<file path="src/rtl/fetch.sv">
`default_nettype none
// ============================================================================
// Module   : fetch
// Purpose  : Sequential-PC instruction fetch with an in-order ring buffer
//            feeding decode; drops stale memory responses after a redirect.
// Revision : 1.0  initial release
// ============================================================================
module fetch #(
    parameter int unsigned         INSTR_WIDTH = 32,
    parameter int unsigned         PC_WIDTH    = 32,
    parameter logic [PC_WIDTH-1:0] RESET_PC    = '0,
    parameter int unsigned         BUF_DEPTH   = 4
) (
    input  logic                   clk,
    input  logic                   rst,
    input  logic                   redirect_valid,
    input  logic [PC_WIDTH-1:0]    redirect_pc,
    output logic                   imem_req_valid,
    input  logic                   imem_req_ready,
    output logic [PC_WIDTH-1:0]    imem_req_addr,
    input  logic                   imem_resp_valid,
    input  logic [INSTR_WIDTH-1:0] imem_resp_data,
    output logic                   out_valid,
    input  logic                   out_ready,
    output logic [INSTR_WIDTH-1:0] instr_out,
    output logic [PC_WIDTH-1:0]    pc_out
);

    localparam int unsigned IDX_W = $clog2(BUF_DEPTH);
    localparam int unsigned PTR_W = IDX_W + 1;
    localparam logic [PTR_W-1:0] c_PTR_ONE = PTR_W'(1);
    localparam logic [PTR_W-1:0] c_DEPTH   = PTR_W'(BUF_DEPTH);

    typedef enum logic [1:0] {
        ST_BOOT  = 2'd0,
        ST_RUN   = 2'd1,
        ST_FLUSH = 2'd2
    } state_t;

    state_t                 state_q, state_d;
    logic [PC_WIDTH-1:0]    fetch_pc_q, fetch_pc_d;
    logic [PTR_W-1:0]       alloc_q, alloc_d;
    logic [PTR_W-1:0]       fill_q, fill_d;
    logic [PTR_W-1:0]       head_q, head_d;
    logic [PTR_W-1:0]       drop_cnt_q, drop_cnt_d;

    logic [PC_WIDTH-1:0]    pc_buf_q    [BUF_DEPTH];
    logic [INSTR_WIDTH-1:0] instr_buf_q [BUF_DEPTH];

    logic [PTR_W-1:0]       w_in_use;
    logic [PTR_W-1:0]       w_in_flight;
    logic [IDX_W-1:0]       w_head_idx;
    logic                   w_req_hs;
    logic                   w_pop;
    logic                   w_resp_accept;

    assign w_in_use    = alloc_q - head_q;
    assign w_in_flight = alloc_q - fill_q;
    assign w_head_idx  = head_q[IDX_W-1:0];

    assign imem_req_valid = (state_q == ST_RUN) && (w_in_use < c_DEPTH);
    assign imem_req_addr  = fetch_pc_q;
    assign out_valid      = (fill_q != head_q);
    assign instr_out      = out_valid ? instr_buf_q[w_head_idx] : '0;
    assign pc_out         = out_valid ? pc_buf_q[w_head_idx] : '0;

    assign w_req_hs      = imem_req_valid && imem_req_ready;
    assign w_pop         = out_valid && out_ready && !redirect_valid;
    // Responses only land while nothing stale is outstanding and a slot awaits data.
    assign w_resp_accept = imem_resp_valid && !redirect_valid &&
                           (drop_cnt_q == '0) && (fill_q != alloc_q);

    always_comb begin
        state_d    = state_q;
        fetch_pc_d = fetch_pc_q;
        alloc_d    = alloc_q;
        fill_d     = fill_q;
        head_d     = head_q;
        drop_cnt_d = drop_cnt_q;

        if (redirect_valid) begin
            fetch_pc_d = redirect_pc & ~PC_WIDTH'(3);
            alloc_d    = '0;
            fill_d     = '0;
            head_d     = '0;
            drop_cnt_d = drop_cnt_q + w_in_flight + PTR_W'(w_req_hs)
                         - PTR_W'(imem_resp_valid);
        end else begin
            if (w_req_hs) begin
                fetch_pc_d = fetch_pc_q + PC_WIDTH'(4);
                alloc_d    = alloc_q + c_PTR_ONE;
            end
            if (w_resp_accept) begin
                fill_d = fill_q + c_PTR_ONE;
            end
            if (w_pop) begin
                head_d = head_q + c_PTR_ONE;
            end
            if (imem_resp_valid && (drop_cnt_q != '0)) begin
                drop_cnt_d = drop_cnt_q - c_PTR_ONE;
            end
        end

        unique case (state_q)
            ST_BOOT:  state_d = ST_RUN;
            ST_RUN:   if (redirect_valid && (drop_cnt_d != '0)) state_d = ST_FLUSH;
            ST_FLUSH: if (drop_cnt_d == '0) state_d = ST_RUN;
            default:  state_d = ST_BOOT;
        endcase
    end

    always_ff @(posedge clk or posedge rst) begin
        if (rst) begin
            state_q    <= ST_BOOT;
            fetch_pc_q <= RESET_PC;
            alloc_q    <= '0;
            fill_q     <= '0;
            head_q     <= '0;
            drop_cnt_q <= '0;
        end else begin
            state_q    <= state_d;
            fetch_pc_q <= fetch_pc_d;
            alloc_q    <= alloc_d;
            fill_q     <= fill_d;
            head_q     <= head_d;
            drop_cnt_q <= drop_cnt_d;
        end
    end

    // Storage needs no reset: outputs are gated by out_valid.
    always_ff @(posedge clk) begin
        if (w_req_hs && !redirect_valid) begin
            pc_buf_q[alloc_q[IDX_W-1:0]] <= fetch_pc_q;
        end
        if (w_resp_accept) begin
            instr_buf_q[fill_q[IDX_W-1:0]] <= imem_resp_data;
        end
    end

    a_resp_expected: assert property (@(posedge clk) disable iff (rst)
        imem_resp_valid |-> ((fill_q != alloc_q) || (drop_cnt_q != '0)));

endmodule
`default_nettype wire
</file>
<file path="config.mk">
export PLATFORM = sky130hd
export DESIGN_NAME = fetch
export DESIGN_NICKNAME = d
export VERILOG_FILES = /design/src/rtl/fetch.sv
export SDC_FILE = /design/constraint.sdc
export NUM_CORES = 1
export LEC_CHECK = 0
export ABC_CLOCK_PERIOD_IN_PS = 7100
export CAP_MARGIN = 10
export CORE_MARGIN = 3
export CORE_UTILIZATION = 45
export DETAILED_ROUTE_END_ITERATION = 16
export PLACE_DENSITY = 0.72
export SYNTH_ARGS = -nofsm -noshare
export SYNTH_HDL_FRONTEND = slang
export SYNTH_SLANG_ARGS = --single-unit
</file>
<file path="constraint.sdc">
create_clock -name clk -period 7.1 [get_ports clk]
set_input_delay 2.13 -clock clk [delete_from_list [all_inputs] [get_ports clk]]
set_output_delay 2.13 -clock clk [all_outputs]
set_load 0.01 [all_outputs]
</file>
==> reports/qor.yml, run 1 <==
run_status:
  run_status: "finished clean"
hold_path:
  hold_end: "state_q[0]"
  hold_depth: 1
  holdCritPathClass: "register to register"
  hp-start: "state_q[0]"
timing:
  post-route-period-util: 0.8266
  fin_tns_setup_ns: 0
  drv_slew: 0
  fmax_mhz: 170.4
  slew_headroom: 0.1873
  worstMarginPinSlew_ns: 1.212
  finalHoldViolCount: 0
  hold_slack_ns: 0.5186
  fin_skew_ns: 0.02205
  finalCriticalPeriod_ns: 5.869
  grt_setup_unrepaired: "false"
  setup_viol_count_final: 0
detailed_routing:
  postRouteAntennaNets: 0
  post_drt_wl_per_cell_microns: 20.99
  via_per_inst: 5.635
  dr.pass1.iters: 5
  routed_wl_microns: 26720
  vias: 7173
  drcViolationCount: 0
  drt_iter0_markers: 656
floorplan:
  start_util: 0.4587
  die_height_microns: 171.8
  ios: 168
  core_sq_mm: 0.02695
  rows: 60
  chipWidth_microns: 171.8
  die_area_sq_mm: 0.02950
global_routing:
  grtUsageTotal: 0.1812
  grt_pass1_vias: 7268
  grt_overflow_total: 0
  grt_max_degree: 57
  antenna_found_initial: 2
  grt_pass1_wl_microns: 41600
clock_network:
  cts_tree: "done"
  root_buffer: "clkbuf_16"
  cts.sinks: 292
  hold_buffers: 0
  cts_resized: 0
  clockBufferDepth: 3
  clkTransAtPathRegs_ns: 0.06
  insertion_delay_ns: 0.55
  h-tree-depth: 1
  cts_buffers: 30
  cts_setup_buffers: 0
logic_synthesis:
  synth_top_area_share: 0.6024
  synth_top_cell_by_area: "edfxtp_1"
  synthesis.area_sq_mm: 0.01236
  ys_async_sr_fraction: 0.1507
  ys_ff_latch: 292
  ys_seq_area_frac: 0.6914
  synthTopCellsByArea: "edfxtp_1 60%, mux4_2 11%, dfrtp_1 8.9%"
  postSynthCellCount: 746
  synth_edf_count: 248
  yosys_warnings: 0
  synth.avg_cell_area_sq_um: 16.57
  ys.flop_type: "edfxtp_1"
  ys_types: 53
final_layout:
  syn_to_final_growth_pct: 24.31
  drive_above_1_share: 0.1427
  final_nets: 997
  diodes: 0
  fill_cells: 2052
setup_path:
  crit_path_top_delay_cell: "nor3_2"
  critPathRequiredTime_ns: 4.97
  cp.buffers_inverters: 2
  r2r-end: "state_q[0]"
  path_cells: "xor2_1, nor3_2, buf_4, nor2b_1, clkdlybuf4s50_1"
  start_kind: "register"
  crit_family: "simple AND/OR/NAND/NOR gates"
  path_class: "register to output pin"
  startpoint: "head_q[0]"
  end_kind: "output pin"
  ff2ff_setup_slack_ns: 2.92
  crit_path_max_fanout: 35
  rr_worst_depth: 13
  cp.arrival_ns: 3.74
  cpPeakStageDelay_ns: 1.00
  r2r_start: "head_q[0]"
power:
  leakage_nw: 4.985
  peakVddDrop_mv: 0.1898
  power_density_mw_per_mm2: 272.9
placed_design:
  routabilityCongestion: 0.7867
  io_buffers: 161
  hpwl_microns: 16600
run:
  max_cap_viol_count: 0
==> worst max path at each step <==
| stage | end | slack (ns) | cells after the start |
|---|---|---|---|
| finish | instr_out[23] | 1.23 | 5 |
| global route | instr_out[27] | 0.98 | 5 |
| CTS | instr_out[23] | 1.10 | 5 |
| detailed placement | state_q[0] | 1.43 | 13 |
| global placement | state_q[0] | 1.47 | 13 |
| floorplan | pc_buf_q[3][10] | 1.65 | 6 |
==> synth_stat cells, drive strengths merged (4+ instances only) <==
| library cell | number |
|---|---|
| clkbuf | 34 |
| edfxtp | 248 |
| mux4 | 62 |
| xor2 | 7 |
| o21ai | 12 |
| o31ai | 14 |
| a31oi | 18 |
| or3 | 8 |
| o211ai | 4 |
| nand4 | 5 |
| dfrtp | 44 |
| or4 | 20 |
| nand2 | 28 |
| nor2b | 65 |
| fa | 5 |
| nor2 | 34 |
| and2 | 5 |
| nor3 | 6 |
| buf | 12 |
| and3 | 8 |
| a21oi | 8 |
| nand3 | 25 |
| xnor2 | 9 |
| nand2b | 4 |
| ha | 13 |
| inv | 17 |
==> flip-flops by register name (all words and copies together) (netlist names) <==
register and flops:
pc_buf_q 120, imem_req_addr 30, head_q 3, instr_buf_q 128, fill_q 3, alloc_q 3, state_q 2, drop_cnt_q 3
==> metrics by stage <==
stage,cells,utilization,setup slack (ns),total power [mW],area (sq um)
final,1273,0.5702,1.231,4.194,15370
after global routing,1273,0.5702,0.9776,4.360,15370
after CTS,1273,0.5702,1.096,4.226,15370
after detailed placement,1218,0.5318,1.433,2.598,14330
after global placement,1218,0.5318,1.473,2.585,14330
after floorplan,749,-,1.648,2.371,12370
==> layout make-up <==
class                           count  area (sq um)  area share
Sequential cell                   292          8553      0.5565
Multi-Input combinational cell    394          3586      0.2333
Timing Repair Buffer              174          1704      0.1109
Clock buffer                       34         765.7     0.04982
Tap cell                          341         426.7     0.02776
Clock inverter                     21         269.0     0.01750
Inverter                           17         63.81    0.004152
==> metal layers <==
layer  global-route usage  up-vias  wire (microns)
li1                     -     3235               -
met5                    0        -              23
met4              0.04061        4             522
met3              0.02965       50            1633
met1               0.2551     3648           11360
met2               0.3019      236           13180
==> where the power goes <==
group,total [mW],internal [mW],switching (mW),leakage (nW)
Clock,1.63,0.992,0.640,0.491
Sequential,2.03,1.95,0.0859,2.75
Combinational,0.528,0.262,0.266,1.74
==> cells in the final DEF (no fill, tap or decap), types with 14 or more instances in the layout <==
master / n
clkdlybuf4s50_1: 160
nand3_1: 24
dfrtp_1: 42
clkbuf_16: 30
edfxtp_1: 248
mux4_2: 62
inv_1: 15
a31oi_1: 18
nor2b_1: 65
nand2_1: 28
o31ai_1: 14
or4_1: 18
nor2_1: 34
==> kinds of logic after synthesis <==
| group | count (synthesis) | share of synthesized area |
|---|---|---|
| flops | 292 | 0.6914 |
| simple gates | 220 | 0.1005 |
| compound gates | 69 | 0.03674 |
| mux | 66 | 0.1163 |
| buf+inv | 63 | 0.02034 |
| fa+ha+maj | 18 | 0.02125 |
| xor+xnor | 17 | 0.01316 |
| other cells | 1 | 0.0003033 |
Power figures use the tool's default switching activity.
==> run 2: changes to the inputs <==
--- a/config.mk
+++ b/config.mk
@@ -5,7 +5,7 @@
 export SDC_FILE = /design/constraint.sdc
 export NUM_CORES = 1
 export LEC_CHECK = 0
-export ABC_CLOCK_PERIOD_IN_PS = 7100
+export ABC_CLOCK_PERIOD_IN_PS = 6050
 export CAP_MARGIN = 10
 export CORE_MARGIN = 3
 export CORE_UTILIZATION = 45
==> constraint.sdc (replaced) <==
create_clock -name clk -period 6.05 [get_ports clk]
set_input_delay 1.815 -clock clk [delete_from_list [all_inputs] [get_ports clk]]
set_output_delay 1.815 -clock clk [all_outputs]
set_load 0.01 [all_outputs]
==> reports/qor.yml, run 2 (synthesis gave the netlist of run 1 again) <==
run_status:
  run_status: "finished clean"  # unchanged
clock_network:
  hold_buffers: 0  # unchanged
  insertion_delay_ns: 0.56  # was 0.55 ns
  cts_resized: 0  # unchanged
  root_buffer: "clkbuf_16"  # unchanged
  cts_setup_buffers: 0  # unchanged
  h-tree-depth: 1  # unchanged
  cts_tree: "done"  # unchanged
  cts.sinks: 292  # unchanged
  clkTransAtPathRegs_ns: 0.06  # about the same
  clockBufferDepth: 3  # unchanged
  cts_buffers: 30  # unchanged
power:
  finalPower_mw: 4.976  # was 4.194 mW
  power_switching_share: 0.2362  # was 0.2364
  peakVddDrop_mv: 0.2077  # was 0.1898 mV
  clkPwrFrac: 0.394  # was 0.389
  seq_power_share: 0.480  # was 0.485
  p_int_mw: 3.801  # was 3.203 mW
  switchingPower_mw: 1.175  # was 0.9913 mW
  leakage_nw: 5.072  # was 4.985 nW
  p_comb_frac: 0.126  # about the same
  power_density_mw_per_mm2: 320.8  # was 272.9 mW/mm^2
setup_path:
  ff2ff_setup_slack_ns: 2.36  # was 2.92 ns
  path_cells: "buf_4, mux4_2, nor2b_1, clkdlybuf4s50_1"  # was xor2_1, nor3_2, buf_4, nor2b_1, clkdlybuf4s50_1
  rr_worst_depth: 13  # unchanged
  path_class: "register to output pin"  # unchanged
  crit_path_top_delay_cell: "dfrtp_4"  # was nor3_2
  cp.buffers_inverters: 2  # unchanged
  start_kind: "register"  # unchanged
  r2r-end: "state_q[0]"  # unchanged
  end_kind: "output pin"  # unchanged
  critPathRequiredTime_ns: 4.24  # was 4.97 ns
  cp.arrival_ns: 3.10  # was 3.74 ns
  crit_path_max_fanout: 39  # was 35
  crit_family: "flip-flops"  # was simple AND/OR/NAND/NOR gates
  cpPeakStageDelay_ns: 0.94  # was 1.00 ns
  r2r_start: "head_q[1]"  # was head_q[0]
timing:
  fin_tns_setup_ns: 0  # unchanged
  fmax_mhz: 203.7
  slew_headroom: 0.2969  # was 0.1873
  finalHoldViolCount: 0  # unchanged
  drv_slew: 0  # unchanged
  grt_setup_unrepaired: "false"  # unchanged
  fin_skew_ns: 0.03772  # was 0.02205 ns
  post-route-period-util: 0.8116
  setup_viol_count_final: 0  # unchanged
  worstMarginPinSlew_ns: 1.055  # was 1.212 ns
  finalCriticalPeriod_ns: 4.910
detailed_routing:
  via_per_inst: 5.629  # was 5.635
  post_drt_wl_per_cell_microns: 20.80  # was 20.99 microns
  postRouteAntennaNets: 0  # unchanged
  dr.pass1.iters: 5  # unchanged
  drcViolationCount: 0  # unchanged
  routed_wl_microns: 26710  # was 26720 microns
  drt_iter0_markers: 614  # was 656
  vias: 7228  # was 7173
global_routing:
  grt_pass1_wl_microns: 41380  # was 41600 microns
  grt_pass1_vias: 7314  # was 7268
  antenna_found_initial: 0  # was 2
  grtUsageTotal: 0.1810  # was 0.1812
  grt_max_degree: 57  # unchanged
  grt_overflow_total: 0  # unchanged
floorplan:
  ios: 168  # unchanged
  rows: 60  # unchanged
  core_sq_mm: 0.02695  # unchanged
  start_util: 0.4587  # unchanged
  chipWidth_microns: 171.8  # unchanged
  die_height_microns: 171.8  # unchanged
  die_area_sq_mm: 0.02950  # unchanged
final_layout:
  finalInstanceArea_sq_mm: 0.01551  # was 0.01537 sq mm
  diodes: 0  # unchanged
  final_common_cell: "edfxtp_1"  # unchanged
  syn_to_final_growth_pct: 25.44  # was 24.31%
  register_area_sq_mm: 0.008553  # unchanged
  final_cell_mix: "248 x edfxtp_1, 160 x clkdlybuf4s50_1, 65 x nor2b_1"  # unchanged
  final_nets: 1007  # was 997
  largest_reg_flops: 128  # unchanged
  fill_cells: 2034  # was 2052
  drive_above_1_share: 0.1591  # was 0.1427
  multi_input_area_sq_mm: 0.003586  # unchanged
placed_design:
  hpwl_microns: 16920  # was 16600 microns
  dpl_cell_area_sq_mm: 0.01443  # was 0.01433 sq mm
  routabilityCongestion: 0.7948  # was 0.7867
  io_buffers: 161  # unchanged
hold_path:
  hp-start: "state_q[0]"  # unchanged
  holdCritPathClass: "register to register"  # unchanged
  hold_end: "state_q[0]"  # unchanged
  hold_depth: 1  # unchanged
run:
  max_cap_viol_count: 0  # unchanged
[run 2: worst register-to-register path, cell delays in order (launching register included)]
cell      delay [ns]
dfrtp_2         0.80
inv_1           0.10
ha_1            0.29
a21o_1          0.15
mux2_2          0.48
inv_1           0.14
fa_1            0.17
inv_1           0.05
fa_1            0.38
xnor3_1         0.37
xor2_1          0.18
nand4b_1        0.16
a21o_1          0.22
a21oi_1         0.12
[run 2: per-layer routing]
metal	vias up	GRT usage	part of all wire
li1	3257	-	-
met1	3701	0.2548	0.43
met2	234	0.3005	0.49
met3	36	0.02804	0.059
met4	0	0.04478	0.020
met5	-	0	0
[run 2: per-stage QoR]
| stage | std cells | worst slack [ns] | util | hold WS [ns] |
|---|---|---|---|---|
| finish | 1284 | 1.140 | 0.5754 | 0.5327 |
| global route | 1284 | 0.9398 | 0.5754 | 0.5861 |
| CTS | 1283 | 1.042 | 0.5753 | 0.5364 |
| detailed placement | 1227 | 0.6823 | 0.5353 | 0.5265 |
| global placement | 1227 | 0.7828 | 0.5353 | 0.5158 |
| floorplan | 749 | 0.9133 | - | 0.4770 |
[run 2: final cells by class]
class,count,area share
Sequential cell,292,0.5515
Tap cell,341,0.02751
Multi-Input combinational cell,394,0.2312
Clock inverter,18,0.01783
Inverter,17,0.004115
Clock buffer,38,0.05163
Timing Repair Buffer,184,0.1162
[run 2: worst max-delay path by stage]
stage / from / to / slack [ns] / cells after the start
global route: head_q[0] / pc_out[15] / 0.94 / 4
CTS: head_q[0] / pc_out[3] / 1.04 / 4
detailed placement: imem_resp_valid / state_q[0] / 0.68 / 13
finish: head_q[0] / pc_out[3] / 1.14 / 4
floorplan: imem_req_ready / pc_buf_q[3][10] / 0.91 / 6
global placement: imem_resp_valid / state_q[0] / 0.78 / 13
[run 2: power groups by stage]
stage / clock, mW / combinational [mW] / sequential (mW)
after floorplan: 0 / 0.382 / 2.40
after global placement: 0 / 0.611 / 2.42
after detailed placement: 0 / 0.628 / 2.43
after CTS: 2.00 / 0.634 / 2.39
after global routing: 2.09 / 0.690 / 2.40
final: 1.96 / 0.625 / 2.39
==> run 3: changes to the inputs <==
==> config.mk (replaced) <==
export PLATFORM = sky130hd
export DESIGN_NAME = fetch
export DESIGN_NICKNAME = d
export VERILOG_FILES = /design/src/rtl/fetch.sv
export SDC_FILE = /design/constraint.sdc
export NUM_CORES = 1
export LEC_CHECK = 0
export ABC_CLOCK_PERIOD_IN_PS = 4000
export CAP_MARGIN = 10
export CORE_MARGIN = 3
export CORE_UTILIZATION = 45
export DETAILED_ROUTE_END_ITERATION = 16
export PLACE_DENSITY = 0.74
export SYNTH_ARGS = -nofsm -noshare
export SYNTH_HDL_FRONTEND = slang
export SYNTH_SLANG_ARGS = --single-unit
==> constraint.sdc (replaced) <==
create_clock -name clk -period 4 [get_ports clk]
set_input_delay 1.2 -clock clk [delete_from_list [all_inputs] [get_ports clk]]
set_output_delay 1.2 -clock clk [all_outputs]
set_load 0.01 [all_outputs]
==> reports/qor.yml, run 3 (synthesis gave the netlist of run 1 again) <==
placed_design:
  routabilityCongestion: 0.8079  # was 0.7948
  io_buffers: 161  # unchanged
  hpwl_microns: 16360  # was 16920 microns
  dp.cells: 1228  # was 1227
power:
  peakVddDrop_mv: 0.3266  # was 0.2077 mV
  power_density_mw_per_mm2: 475.3  # was 320.8 mW/mm^2
  power_switching_share: 0.2359  # was 0.2362
  seq_power_share: 0.488  # was 0.480
  p_int_mw: 5.667  # was 3.801 mW
  clkPwrFrac: 0.376  # was 0.394
  switchingPower_mw: 1.749  # was 1.175 mW
  leakage_nw: 5.121  # was 5.072 nW
  finalPower_mw: 7.416  # was 4.976 mW
  p_comb_frac: 0.136  # was 0.126
floorplan:
  die_area_sq_mm: 0.02950  # unchanged
  ios: 168  # unchanged
  start_util: 0.4587  # unchanged
  chipWidth_microns: 171.8  # unchanged
  core_sq_mm: 0.02695  # unchanged
  die_height_microns: 171.8  # unchanged
  rows: 60  # unchanged
final_layout:
  syn_to_final_growth_pct: 26.21  # was 25.44%
  final_common_cell: "edfxtp_1"  # unchanged
  final_cell_mix: "248 x edfxtp_1, 160 x clkdlybuf4s50_1, 65 x nor2b_1"  # unchanged
  final_nets: 1010  # was 1007
  final_util: 0.5790  # was 0.5754
  drive_above_1_share: 0.1660  # was 0.1591
  fin_cells: 1287  # was 1284
  diodes: 0  # unchanged
  largest_reg_flops: 128  # unchanged
timing:
  grt_setup_unrepaired: "false"  # unchanged
  setup_viol_count_final: 0  # unchanged
  fin_skew_ns: 0.03014  # was 0.03772 ns
  drv_slew: 0  # unchanged
  slew_headroom: 0.5434  # was 0.2969
  finalCriticalPeriod_ns: 3.801
  worstMarginPinSlew_ns: 0.6828  # was 1.055 ns
  post-route-period-util: 0.9503
  finalHoldViolCount: 0  # unchanged
  fmax_mhz: 263.1
detailed_routing:
  routed_wl_microns: 26300  # was 26710 microns
  vias: 7140  # was 7228
  drt_iter0_markers: 611  # was 614
  drcViolationCount: 0  # unchanged
  via_per_inst: 5.548  # was 5.629
  dr.pass1.iters: 4  # was 5
  postRouteAntennaNets: 0  # unchanged
  post_drt_wl_per_cell_microns: 20.44  # was 20.80 microns
setup_path:
  start_kind: "register"  # unchanged
  cp.arrival_ns: 2.60  # was 3.10 ns
  crit_path_max_fanout: 10  # was 39
  critPathRequiredTime_ns: 2.80  # was 4.24 ns
  path_cells: "xor2_1, nor3_4, buf_4, nor2b_1, clkdlybuf4s50_1"  # was buf_4, mux4_2, nor2b_1, clkdlybuf4s50_1
  cpPeakStageDelay_ns: 0.54  # was 0.94 ns
  end_kind: "output pin"  # unchanged
  crit_path_top_delay_cell: "dfrtp_4"  # unchanged
  path_class: "register to output pin"  # unchanged
clock_network:
  clockBufferDepth: 3  # unchanged
  cts_tree: "done"  # unchanged
  insertion_delay_ns: 0.56  # about the same
  cts.sinks: 292  # unchanged
  h-tree-depth: 1  # unchanged
  cts_buffers: 30  # unchanged
  clkTransAtPathRegs_ns: 0.06  # about the same
  root_buffer: "clkbuf_16"  # unchanged
  hold_buffers: 0  # unchanged
hold_path:
  holdCritPathClass: "register to register"  # unchanged
global_routing:
  grt_max_degree: 66  # was 57
  antenna_found_initial: 0  # unchanged
  grt_pass1_wl_microns: 40890  # was 41380 microns
  grtUsageTotal: 0.1787  # was 0.1810
  grt_pass1_vias: 7288  # was 7314
  grt_overflow_total: 0  # unchanged
run_status:
  run_status: "finished clean"  # unchanged
run:
  max_cap_viol_count: 0  # unchanged
## run 3: cell count changes in the layout (fill, tap and decap cells not counted), sizes merged, moves of 2 or more
| cell | previous run | this run |
|---|---|---|
| buf | 22 | 25 |
| bufinv | 6 | 4 |
| clkbuf | 40 | 38 |
| clkinv | 8 | 13 |
## run 3: routing by layer
metal  GRT usage  vias up  share of wire
met5           0        -              0
met4     0.04408        0          0.017
met3     0.02965       34          0.055
met2      0.2977      214           0.49
met1      0.2494     3632           0.44
li1            -     3260              -
## run 3: final timing paths
kind                            startpoint                 to  slack, ns  cells past startpoint
worst max-delay path             head_q[0]          pc_out[5]       0.20                      5
worst min-delay path            state_q[0]         state_q[0]       0.53                      1
worst max register to register   fill_q[0]         state_q[0]       0.67                     12
worst min register to register  state_q[0]         state_q[0]       0.53                      1
max in group asynchronous              rst  imem_req_addr[30]       2.36                      3
min in group asynchronous              rst      drop_cnt_q[0]       0.91                      2
## run 3: through the flow
stage	area (sq um)	setup TNS [ns]	setup WS (ns)	hold slack, ns
2_1_floorplan	12380	0	0.02684	0.4770
3_3_place_gp	14510	-1.083	-0.5095	0.5013
3_5_place_dp	14510	-1.329	-0.6217	0.5246
4_1_cts	15560	0	0.05562	0.5302
5_1_grt	15600	0	0.09891	0.5525
6_report	15600	0	0.1988	0.5253
## run 3: area by class of cell
cell class | instances | area (sq um)
flip-flops and latches | 292 | 8553
clock buffers | 37 | 807.0
repair buffers | 187 | 1922
clock inverters | 19 | 211.5
inverters | 17 | 63.81
fillers | 2041 | 11350
multi-input cells | 394 | 3620
well taps | 341 | 426.7
## run 3: what timing repair did
action,in CTS,in global routing
pin swaps,3,4
buffers inserted,2,0
setup endpoints to repair,3,3
resized for setup,3,6
cloned,0,1
## run 3: power by group through the flow
stage                     clock [mW]  combinational [mW]  sequential, mW
after floorplan                    0               0.578            3.63
after global placement             0               0.928            3.66
after detailed placement           0               0.950            3.67
after CTS                       2.85               0.988            3.61
after global routing            2.99                1.12            3.64
final                           2.79                1.01            3.62
## run 3: worst max-delay path, delay by kind of cell (launching register included)
family | cells | cell delay (ns)
AND/OR/NAND/NOR | 2 | 0.54
XOR/XNOR | 1 | 0.21
flip-flops | 1 | 0.54
buffers and inverters | 2 | 0.80
==> RTL edit: new RTL, config.mk and constraints of run 1 <==
Change the parameter `PC_WIDTH` from 32 to 64.
--- a/src/rtl/fetch.sv
+++ b/src/rtl/fetch.sv
@@ -7,7 +7,7 @@
 // ============================================================================
 module fetch #(
     parameter int unsigned         INSTR_WIDTH = 32,
-    parameter int unsigned         PC_WIDTH    = 32,
+    parameter int unsigned         PC_WIDTH    = 64,
     parameter logic [PC_WIDTH-1:0] RESET_PC    = '0,
     parameter int unsigned         BUF_DEPTH   = 4
 ) (
Ports: changed (resized imem_req_addr, pc_out and redirect_pc); port bits go from 168 to 264. The function was not compared with the original's and may differ.
==> RTL edit against run 1 <==
  * Fmax rose by 5.9%
  * Design area rose by 54%
  * Sequential cell count rose by 160
  * Area after synthesis rose by 53%
  * Largest power group unchanged
  * Clock skew rose by 0.015 ns
  * Worst setup slack improved by 0.33 ns
  * Via count rose by 54%
  * Total power rose by 52%
  * Wire length rose by 68%
  * Sequential share of layout area rose by 0.051 points
  * Critical endpoint is now imem_req_valid
==> RTL edit: results (changes against run 1) <==
| Metric | Value |
|---|---|
| Psw | 0.00152 W (was 0.000991 W) |
| Number of flip-flops in the largest register | 248 (was 128) |
| Crit path DAT | 3.41 ns (was 3.74 ns) |
| Synth cell count leaders | edfxtp_1, nor2b_1, mux4_2 (unchanged) |
| Post-Synth Adder-Cell Area | 1.39% (was 2.13%) |
| GRT Total Usage | 20.3% (was 18.1%) |
| WL final | 45,000 µm (was 26,700 µm) |
| Area contributors post-synth | edfxtp_1, mux4_2, dfrtp_1 (unchanged) |
| GP Congestion | 0.841 (was 0.787) |
| Count of different cell masters after synthesis | 52 (was 53) |
| Place WS | 1.56 ns (was 1.43 ns) |
| Via/cell ratio | 5.56 (was 5.63) |
| Initial DRC Count | 815 (was 656) |
| Worst-path fanout max | 51 (was 35) |
| Port-buffer cells | 257 (was 161) |
| Fill cell count | 3,158 (was 2,052) |
| Pin count of the biggest net entering global routing | 109 (was 57) |
| Compound-gate portion of the synthesized area | 2.30% (was 3.67%) |
| Post-Route Skew | 0.0370 ns (was 0.0221 ns) |
| Initial antenna violation count | 3 (was 2) |
| Postcts setup bufs | 0 (unchanged) |
| Max IR drop VDD | 0.000176 V (was 0.000190 V) |
| Nets | 1,543 (was 997) |
| P_leak | 7.69 nW (was 4.98 nW) |
| Reg2Reg Setup Slack | 3.36 ns (was 2.92 ns) |
| Number of flops mapped to enable cells by yosys | 376 (was 248) |
| Share of cells above drive strength 1 | 14.6% (was 14.3%) |
| DP HPWL | 28,400 µm (was 16,600 µm) |
| Vias in the first global route | 11,300 (was 7,268) |
| FFs w/ async S/R, synth | 16.8% (was 15.1%) |
| Worst slew pin tran | 1.10 ns (was 1.21 ns) |
| Status | finished clean (unchanged) |
| Seq/Total Area, Yosys | 69.6% (was 69.1%) |
| Mux cell area share after synthesis | 11.8% (was 11.6%) |
| CTS Buf Count | 47 (was 30) |
| Htree depth | 2 (was 1) |
| Global-route wire length before repair | 68,300 µm (was 41,600 µm) |
| Synth Area in XOR/XNOR | 3.09% (was 1.32%) |
-- RTL edit: cell type report --
| cell class | count | area share, % |
|---|---|---|
| Clock inverter | 19 | 1.01 |
| Inverter | 25 | 0.401 |
| Tap cell | 532 | 2.81 |
| Clock buffer | 68 | 5.55 |
| Multi-Input combinational cell | 619 | 23.0 |
| Timing Repair Buffer | 278 | 11.6 |
| Sequential cell | 452 | 55.7 |
-- RTL edit: cells by family (layout without fill, tap and decap cells) --
logic type	count (synthesis)	after routing
buffers and inverters	85	390
other	1	4
DFF	452	452
AOI/OAI and AO/OA	78	78
and+or+nand+nor	347	347
xor gates and xnor gates	67	67
muxes	105	105
adders and majority gates	18	18
-- RTL edit: per-stage QoR --
stage / cells / hold slack [ns] / util [%] / area [µm²]
finish: 1993 / 0.494 / 57.5 / 23700
global placement: 1906 / 0.477 / 53.7 / 22100
detailed placement: 1906 / 0.492 / 53.7 / 22100
CTS: 1993 / 0.500 / 57.5 / 23700
floorplan: 1156 / 0.461 / - / 19000
global route: 1993 / 0.534 / 57.5 / 23700
-- RTL edit: per-layer routing --
layer / GRT usage [%] / vias to the layer above / part of all wire, %
met3: 6.04 / 60 / 9.0
met4: 4.16 / 4 / 1.6
met2: 31.9 / 457 / 48
li1: - / 4937 / -
met5: 0 / - / 0.051
met1: 28.5 / 5619 / 42
-- RTL edit: worst paths after layout --
path	start	end	depth (start not counted)
worst max-delay path	head_q[1]$_DFFE_PP0P_	imem_req_valid	6
worst min-delay path	state_q[1]$_DFFE_PP0P_	state_q[0]$_DFFE_PP0P_	1
worst max register to register	head_q[1]$_DFFE_PP0P_	state_q[0]$_DFFE_PP0P_	14
worst min register to register	state_q[1]$_DFFE_PP0P_	state_q[0]$_DFFE_PP0P_	1
max in group asynchronous	rst	imem_req_addr[51]$_DFFE_PP0N_	3
min in group asynchronous	rst	imem_req_addr[20]$_DFFE_PP0N_	2
-- RTL edit: worst max-delay path, stage by stage, from the launching register on --
cell	delay [ns]
dfrtp_4	0.94
inv_1	0.11
ha_1	0.30
a21o_1	0.18
xor2_1	0.65
nor3b_1	0.11
clkdlybuf4s50_1	0.55
-- RTL edit: power groups by stage --
| stage | clock [W] | sequential, W | combinational [W] |
|---|---|---|---|
| after floorplan | 0 | 0.00319 | 0.000426 |
| after global placement | 0 | 0.00321 | 0.000745 |
| after detailed placement | 0 | 0.00323 | 0.000760 |
| after CTS | 0.00249 | 0.00317 | 0.000764 |
| after global routing | 0.00260 | 0.00319 | 0.000830 |
| final | 0.00244 | 0.00317 | 0.000751 |
